**config.mk**
```make
export PLATFORM = sky130hd
export DESIGN_NAME = fetch_unit
export DESIGN_NICKNAME = d
export VERILOG_FILES = /design/src/rtl/fetch_unit_pkg.sv /design/src/rtl/fetch_unit_pc_next.sv /design/src/rtl/fetch_unit.sv
export SDC_FILE = /design/constraint.sdc
export NUM_CORES = 1
export LEC_CHECK = 0
export ABC_AREA = 1
export CAP_MARGIN = 20
export CORE_MARGIN = 5
export CORE_UTILIZATION = 30
export DETAILED_ROUTE_END_ITERATION = 12
export PLACE_DENSITY = 0.61
export REMOVE_ABC_BUFFERS = 1
export SYNTH_ARGS = -nofsm -noshare
export SYNTH_HDL_FRONTEND = slang
export SYNTH_SLANG_ARGS = --single-unit
```
**constraint.sdc**
```tcl
create_clock -name clk -period 4.9 [get_ports clk]
set_clock_uncertainty 0.15 [all_clocks]
set_input_delay 0.735 -clock clk [delete_from_list [all_inputs] [get_ports clk]]
set_output_delay 0.735 -clock clk [all_outputs]
set_load 0.005 [all_outputs]
```
**src/rtl/fetch_unit_pkg.sv**
```systemverilog
// rtl/fetch_unit_pkg.sv - shared fetch-stage types, default widths and the ALU op enum
package fetch_unit_pkg;

   localparam int         DEF_PC_W       = 10;
   localparam int         DEF_INSTR_W    = 9;
   localparam logic [8:0] DEF_HALT_INSTR = 9'h1FF;

   typedef enum logic [1:0] {
      IDLE,
      RUN,
      DONE
   } fetch_state_t;

   typedef enum logic [2:0] {
      ALU_ADD,
      ALU_SUB,
      ALU_AND,
      ALU_OR,
      ALU_XOR,
      ALU_JMP
   } alu_op_t;

endpackage

```
**src/rtl/fetch_unit_pc_next.sv**
```systemverilog
// rtl/fetch_unit_pc_next.sv - combinational next fetch address: start, branch, increment or hold
module pc_next
   import fetch_unit_pkg::*;
#(
   parameter int PC_W = DEF_PC_W
) (
   input  logic            start,
   input  logic [PC_W-1:0] start_addr,
   input  logic            branch,
   input  logic [PC_W-1:0] base_pc,
   input  logic [7:0]      offset,
   input  logic            advance,
   input  logic [PC_W-1:0] cur_pc,
   output logic [PC_W-1:0] next_pc
);

   localparam logic [PC_W-1:0] ONE = PC_W'(1);

   logic [PC_W-1:0] offset_ext;

   // Branch targets are relative to the branching instruction; the add wraps mod 2^PC_W.
   assign offset_ext = {{(PC_W-8){offset[7]}}, offset};

   always_comb begin
      next_pc = cur_pc;
      if (start) begin
         next_pc = start_addr;
      end else if (branch) begin
         next_pc = base_pc + offset_ext;
      end else if (advance) begin
         next_pc = cur_pc + ONE;
      end
   end

endmodule

```
**src/rtl/fetch_unit.sv**
```systemverilog
// rtl/fetch_unit.sv - instruction fetch / PC stage with branch redirect, halt, stall and run counter
module fetch_unit
   import fetch_unit_pkg::*;
#(
   parameter int                 PC_W       = DEF_PC_W,
   parameter int                 INSTR_W    = DEF_INSTR_W,
   parameter logic [INSTR_W-1:0] HALT_INSTR = DEF_HALT_INSTR
) (
   input  logic               clk,
   input  logic               reset_n,
   input  logic               start,
   input  logic [PC_W-1:0]    start_addr,
   input  logic               stall,
   input  logic               jump_flag,
   input  logic [7:0]         jump_offset,
   output logic [PC_W-1:0]    imem_addr,
   output logic               imem_en,
   input  logic [INSTR_W-1:0] imem_rdata,
   output logic [INSTR_W-1:0] instr,
   output logic [PC_W-1:0]    instr_pc,
   output logic               instr_valid,
   output logic               done,
   output logic [15:0]        cycle_count
);

   fetch_state_t    state_q, state_d;
   logic            fire, halt_hit, branch_hit, advance;
   logic [PC_W-1:0] addr_d, pc_d;
   logic            valid_d;
   logic [15:0]     count_d;

   // A fetch cycle happens only in RUN without stall; branch and halt are sampled only then.
   assign fire       = (state_q == RUN) && !stall;
   assign halt_hit   = fire && instr_valid && (imem_rdata == HALT_INSTR);
   assign branch_hit = fire && instr_valid && jump_flag && !halt_hit;
   assign advance    = fire && !halt_hit;

   assign imem_en = fire;
   assign done    = (state_q == DONE);
   assign instr   = imem_rdata;

   pc_next #(.PC_W(PC_W)) u_pc_next (
      .start      (start),
      .start_addr (start_addr),
      .branch     (branch_hit),
      .base_pc    (instr_pc),
      .offset     (jump_offset),
      .advance    (advance),
      .cur_pc     (imem_addr),
      .next_pc    (addr_d)
   );

   always_comb begin
      state_d = state_q;
      pc_d    = instr_pc;
      valid_d = instr_valid;
      count_d = cycle_count;
      if (start) begin
         state_d = RUN;
         valid_d = 1'b0;
         count_d = 16'd0;
      end else begin
         if ((state_q == RUN) && (cycle_count != 16'hFFFF)) begin
            count_d = cycle_count + 16'd1;
         end
         if (halt_hit) begin
            state_d = DONE;
            valid_d = 1'b0;
         end else if (fire) begin
            pc_d    = imem_addr;
            // The sequential fetch in flight behind a taken branch is squashed.
            valid_d = !branch_hit;
         end
      end
   end

   always_ff @(posedge clk or negedge reset_n) begin
      if (!reset_n) begin
         state_q     <= IDLE;
         imem_addr   <= '0;
         instr_pc    <= '0;
         instr_valid <= 1'b0;
         cycle_count <= 16'd0;
      end else begin
         state_q     <= state_d;
         imem_addr   <= addr_d;
         instr_pc    <= pc_d;
         instr_valid <= valid_d;
         cycle_count <= count_d;
      end
   end

endmodule

```
Word level (Yosys, flattened, before mapping)
Cells that the tools add are included.
{"block": "op_classes", "n_addsub": 3, "n_eq_ne": 4, "n_mux": 10, "bitwise_logic": 2, "n_reduce_logical": 15}
{"op": "16-bit 2-to-1 mux", "count": 2}
{"op": "10-bit 2-to-1 mux", "count": 3}
{"op": "16-bit by 1-bit adder with 16-bit output, second input constant", "count": 1}
{"op": "16-bit inequality test, second input constant", "count": 1}
{"op": "10-bit by 1-bit adder with 10-bit output, second input constant", "count": 1}
{"op": "10-bit adder", "count": 1}
{"op": "9-bit == test, second input constant", "count": 1}
{"op": "1-bit logical AND", "count": 7}
{"op": "3-bit nonzero test", "count": 2}
{"op": "2-bit 2-to-1 mux", "count": 2}
{"op": "2-bit nonzero test", "count": 2}
{"op": "1-bit logical NOT", "count": 3}
{"op": "1-bit 2-to-1 mux", "count": 3}
{"op": "3-bit AND reduction", "count": 1}
{"op": "2-bit by 1-bit == test with 1-bit output, second input constant", "count": 1}
{"op": "2-bit == test, second input constant", "count": 1}
{"op": "1-bit inverter", "count": 2}
{"block": "word_totals", "regBits": 39, "inputBits": 32, "out_inout_bits": 48, "elab_cells": 39}

Depth between registers and ports, before layout
{"block": "depth", "word_depth": 10, "mapped_depth": 12, "ltp_nobuf": 12}

Modules after synthesis
A second synthesis with hierarchy kept.
{"block": "hier_totals", "cells_unflattened": 411, "area_unflattened_um2": 2832.7}
{"mod": "fetch_unit", "instances": 1, "cells_each": 247, "area_each_um2": 1960.6, "seq_area_each_um2": 975.9}
{"mod": "pc_next", "instances": 1, "cells_each": 164, "area_each_um2": 872.1, "seq_area_each_um2": 0.0}

Worst setup path after synthesis
OpenSTA, ideal clock, no wires.
{"block": "synth_path", "path_type": "input to register", "from": "input jump_offset[0]", "to": "register imem_addr[6]", "setup_time_ps": 116, "arrival_ps": 1967, "slack_ps": 2667, "cell_stages": 12, "n_path_buf": 0, "path_cell_list": "ha_1 -> fa_1 -> nand2_1 -> nand3_1 -> nand3b_1 -> nand2_1 -> nor2_1 -> nor2_1 -> nand2_1 -> nand2_1 -> nand2_1 -> nand2_1"}
{"block": "synth_via", "elab_chain_cells": 3}
{"item": "from (decl)", "line_no": "fetch_unit.sv:15", "text": "input logic [7:0] jump_offset,"}
{"item": "10-bit adder", "line_no": "fetch_unit_pc_next.sv:29", "text": "next_pc = base_pc + offset_ext;"}
{"item": "10-bit 2-to-1 mux", "line_no": "fetch_unit_pc_next.sv:28", "text": "end else if (branch) begin"}
{"item": "10-bit 2-to-1 mux", "line_no": "fetch_unit_pc_next.sv:26", "text": "if (start) begin"}
{"item": "to (signal assigned)", "line_no": "fetch_unit.sv:86", "text": "imem_addr <= addr_d;"}
{"item": "to (decl)", "line_no": "fetch_unit.sv:16", "text": "output logic [PC_W-1:0] imem_addr,"}
No other way between the ends.
A chain may end at the register's enable or synchronous reset.

Final worst setup path
{"block": "layout_path", "from": "input stall", "to": "output imem_en"}
{"block": "layout_via", "elab_chain_cells": 2}
{"item": "from (decl)", "line_no": "fetch_unit.sv:13", "text": "input logic stall,"}
{"item": "1-bit logical NOT", "line_no": "fetch_unit.sv:33", "text": "assign fire = (state_q == RUN) && !stall;"}
{"item": "1-bit logical AND", "line_no": "fetch_unit.sv:33"}
{"item": "to (decl)", "line_no": "fetch_unit.sv:17", "text": "output logic imem_en,"}
No other way between the ends.

==> results by group <==
Run status
  – Status: finished clean

CTS
  – CTS-repair resized insts: 0
  – H-Tree Level Count: 2
  – Setup Fix Bufs, Post-CTS: 0
  – Cts bufs inserted: 5
  – Clk buf depth: 2
  – Clock tree from TritonCTS: built
  – Hold Buf Count CTS: 0
  – Clock Sinks: 39
  – Clk slew on worst S/H paths: 80 ps
  – Clock Tree Root: clkbuf_8
  – Skew-Pair Late Insertion Delay: 290 ps

Routing
  – Post-detailed-route count of antenna-violating nets: 0
  – DRC: 0
  – Violation count after the first detailed-route iteration: 77
  – WL/cell: between 10 and 15 µm
  – Pre-antenna DRT Iters: 4
  – Vias per cell: ~4.5
  – Via count: 2,865
  – WL final: 7900 µm

Timing
  – Slew @ Worst Pin: 892.4 ps
  – RSZ-0062 raised after global routing: no
  – Slew margin rel.: 0.4051
  – Slew Limit Fails: 0
  – Fin Setup TNS: 0 ps
  – Achievable Freq: 345.0 MHz
  – Tcrit/Tclk final: 0.5916
  – Setup Viol. Count Final: 0
  – Final-report hold violation count: 0
  – Tmin final: 2899 ps

Setup path
  – Worst r2r path cells: 8
  – CP max FO: 5
  – WP data required: ~4000 ps
  – WP data arrival: 2010 ps
  – Crit path to: imem_en
  – CP startpoint: stall
  – WP buf/inv: 2
  – Crit-path leading delay family: buffers and inverters
  – Crit path cell chain: clkdlybuf4s50_1, nor3_4, clkdlybuf4s50_1
  – Setup CP Type: input pin to primary output
  – CP max stage cell: clkdlybuf4s50_1
  – R2R setup slack: 2750 ps
  – Crit Reg-Reg Endpoint: imem_addr[5]
  – CP Launch Type: input pin
  – Crit-path max cell delay: 570 ps
  – Worst flop-to-flop path startpoint: state_q[1]
  – Crit end category: primary output
  – Most used cell along the critical path: clkdlybuf4s50_1
  – Worst path depth: 3

Global routing
  – Grt ovf: 0
  – Largest net degree at the start of global routing: 40
  – Initial antenna violation count: 0
  – Number of global-route vias before repair: 2,932
  – Tot GR Track Use: 0.1398
  – First-pass GRT wire length: 13,470 µm

Cells and area
  – Commonest non-fill, non-tap cell in the layout: nand2_1
  – Most frequent cells in the layout: 155 x nand2_1, 78 x clkdlybuf4s50_1, 54 x nor2_1
  – Post-route core utilization: 0.4015
  – Layout cells sized above 1: 0.06640
  – Diodes inserted: 0
  – Nets@finish: 540
  – Area growth, synth to finish: 32.24%

Yosys
  – #FFs+latches synth: 39
  – Distinct cells, synth: 34
  – Synthesized area: approximately 2900 µm²
  – Main synth FF type: dfrtp_1
  – Ys async rst share: 1.000
  – Post-synthesis sequential area ratio: 0.3335
  – Synthesized area per cell: just under 7 µm²
  – Post-synth EDFFs: 0
  – Largest area contributor in the netlist: dfrtp_1
  – Synth top area cells: dfrtp_1 33%, nand2_1 20%, nor2_1 6.9%
  – Area share of the largest cell type after synthesis: 0.3335
  – Yosys warning count: 0
  – Post-Syn Instances: 428

Pwr
  – Switching Share: 0.3200
  – VDD IR max: 0.1371 mV
  – P_int: slightly below 700 µW
  – Leakage: 0.001784 µW
  – Clock power share: 0.279
  – Cell area power density: 260.7 nW/µm²
  – Overall Power: 1009 µW
  – Gate power share: 0.327
  – Switching pwr: 322.9 µW
  – Seq pwr share: 0.394

Placed design
  – GPL Wtd Cong: 0.8710
  – I/O Buffers: 79
  – Dpl hpwl: 6215 µm

Floorplan
  – Initial Utilization: 0.3036
  – Placement Rows: 36
  – Die Ht: 108.8 µm
  – Placeable Area: 9639 µm²
  – Die width: between 100 and 150 µm
  – Ports: 80
  – Die area: 11,830 µm²

Min path
  – Hold crit path type: flop to flop

Flow run
  – Max-cap violation count: 0
area by class of cell:
type                            count  area (µm²)
Fill cell                        1036        5769
Multi-Input combinational cell    335        1685
Sequential cell                    39       975.9
Timing Repair Buffer               80       793.3
Tap cell                          133       166.4
Inverter                           35       131.4
Clock buffer                        6       82.58
Clock inverter                      2       35.03
cell usage after synthesis (6+ instances only):
cell type,count
nand2_1,155
nor2_1,54
dfrtp_1,39
inv_1,29
nand3_1,27
nand4_1,12
xor2_1,12
ha_1,11
buf_4,10
a21oi_1,9
o21ai_0,8
o21a_1,6
logic make-up after synthesis:
logic type	count (synthesis)	share of synthesized area
XOR/XNOR	17	0.05088
buffers and inverters	54	0.09063
flip-flops	39	0.3335
AO/OA/AOI/OAI	31	0.06114
adder cells (fa/ha/maj)	12	0.05387
AND/OR/NAND/NOR	275	0.4100
worst reg2reg max path, stage by stage, from the launching register on:
cell and delay (ps):
dfrtp_1 440, nor3_4 300, nand2_2 100, nor2_2 180, nor2_1 70, nor2_2 580
nor2_1 100, nand2_1 90, nand2_1 50
worst min-delay path by stage:
stage,start,endpoint,slack (ps),cells past startpoint
finish,instr_pc[0],instr_pc[0],400,1
global placement,instr_pc[3],instr_pc[3],370,1
detailed placement,instr_pc[0],instr_pc[0],370,1
CTS,instr_pc[0],instr_pc[0],390,1
floorplan,reset_n,cycle_count[0],290,0
global route,instr_pc[0],instr_pc[0],420,1
flip-flops by register name (all words and copies together) (netlist names):
register	cells
cycle_count	16
instr_valid	1
instr_pc	10
state_q	2
imem_addr	10
per-layer routing:
layer | global-route usage | part of all wire
met1 | 0.1821 | 0.45
met2 | 0.2361 | 0.47
met3 | 0.03434 | 0.067
met4 | 0.02795 | 0.011
met5 | 0 | 0
power by group through the flow:
stage	clock [µW]	combinational (µW)	sequential, µW
floorplan	0	181	395
global placement	0	325	404
detailed placement	0	332	404
CTS	289	333	398
global route	302	378	404
finish	282	330	397
stage by stage:
step | worst slack (ps) | hold slack, ps | cell area, µm² | std cells
2_1_floorplan | 2652 | 289.4 | 2793 | 409
3_3_place_gp | 1775 | 374.7 | 3752 | 622
3_5_place_dp | 1738 | 374.7 | 3752 | 622
4_1_cts | 1983 | 393.3 | 3870 | 630
5_1_grt | 1820 | 424.3 | 3870 | 630
6_report | 2001 | 395.2 | 3870 | 630
Power figures use the tool's default switching activity.
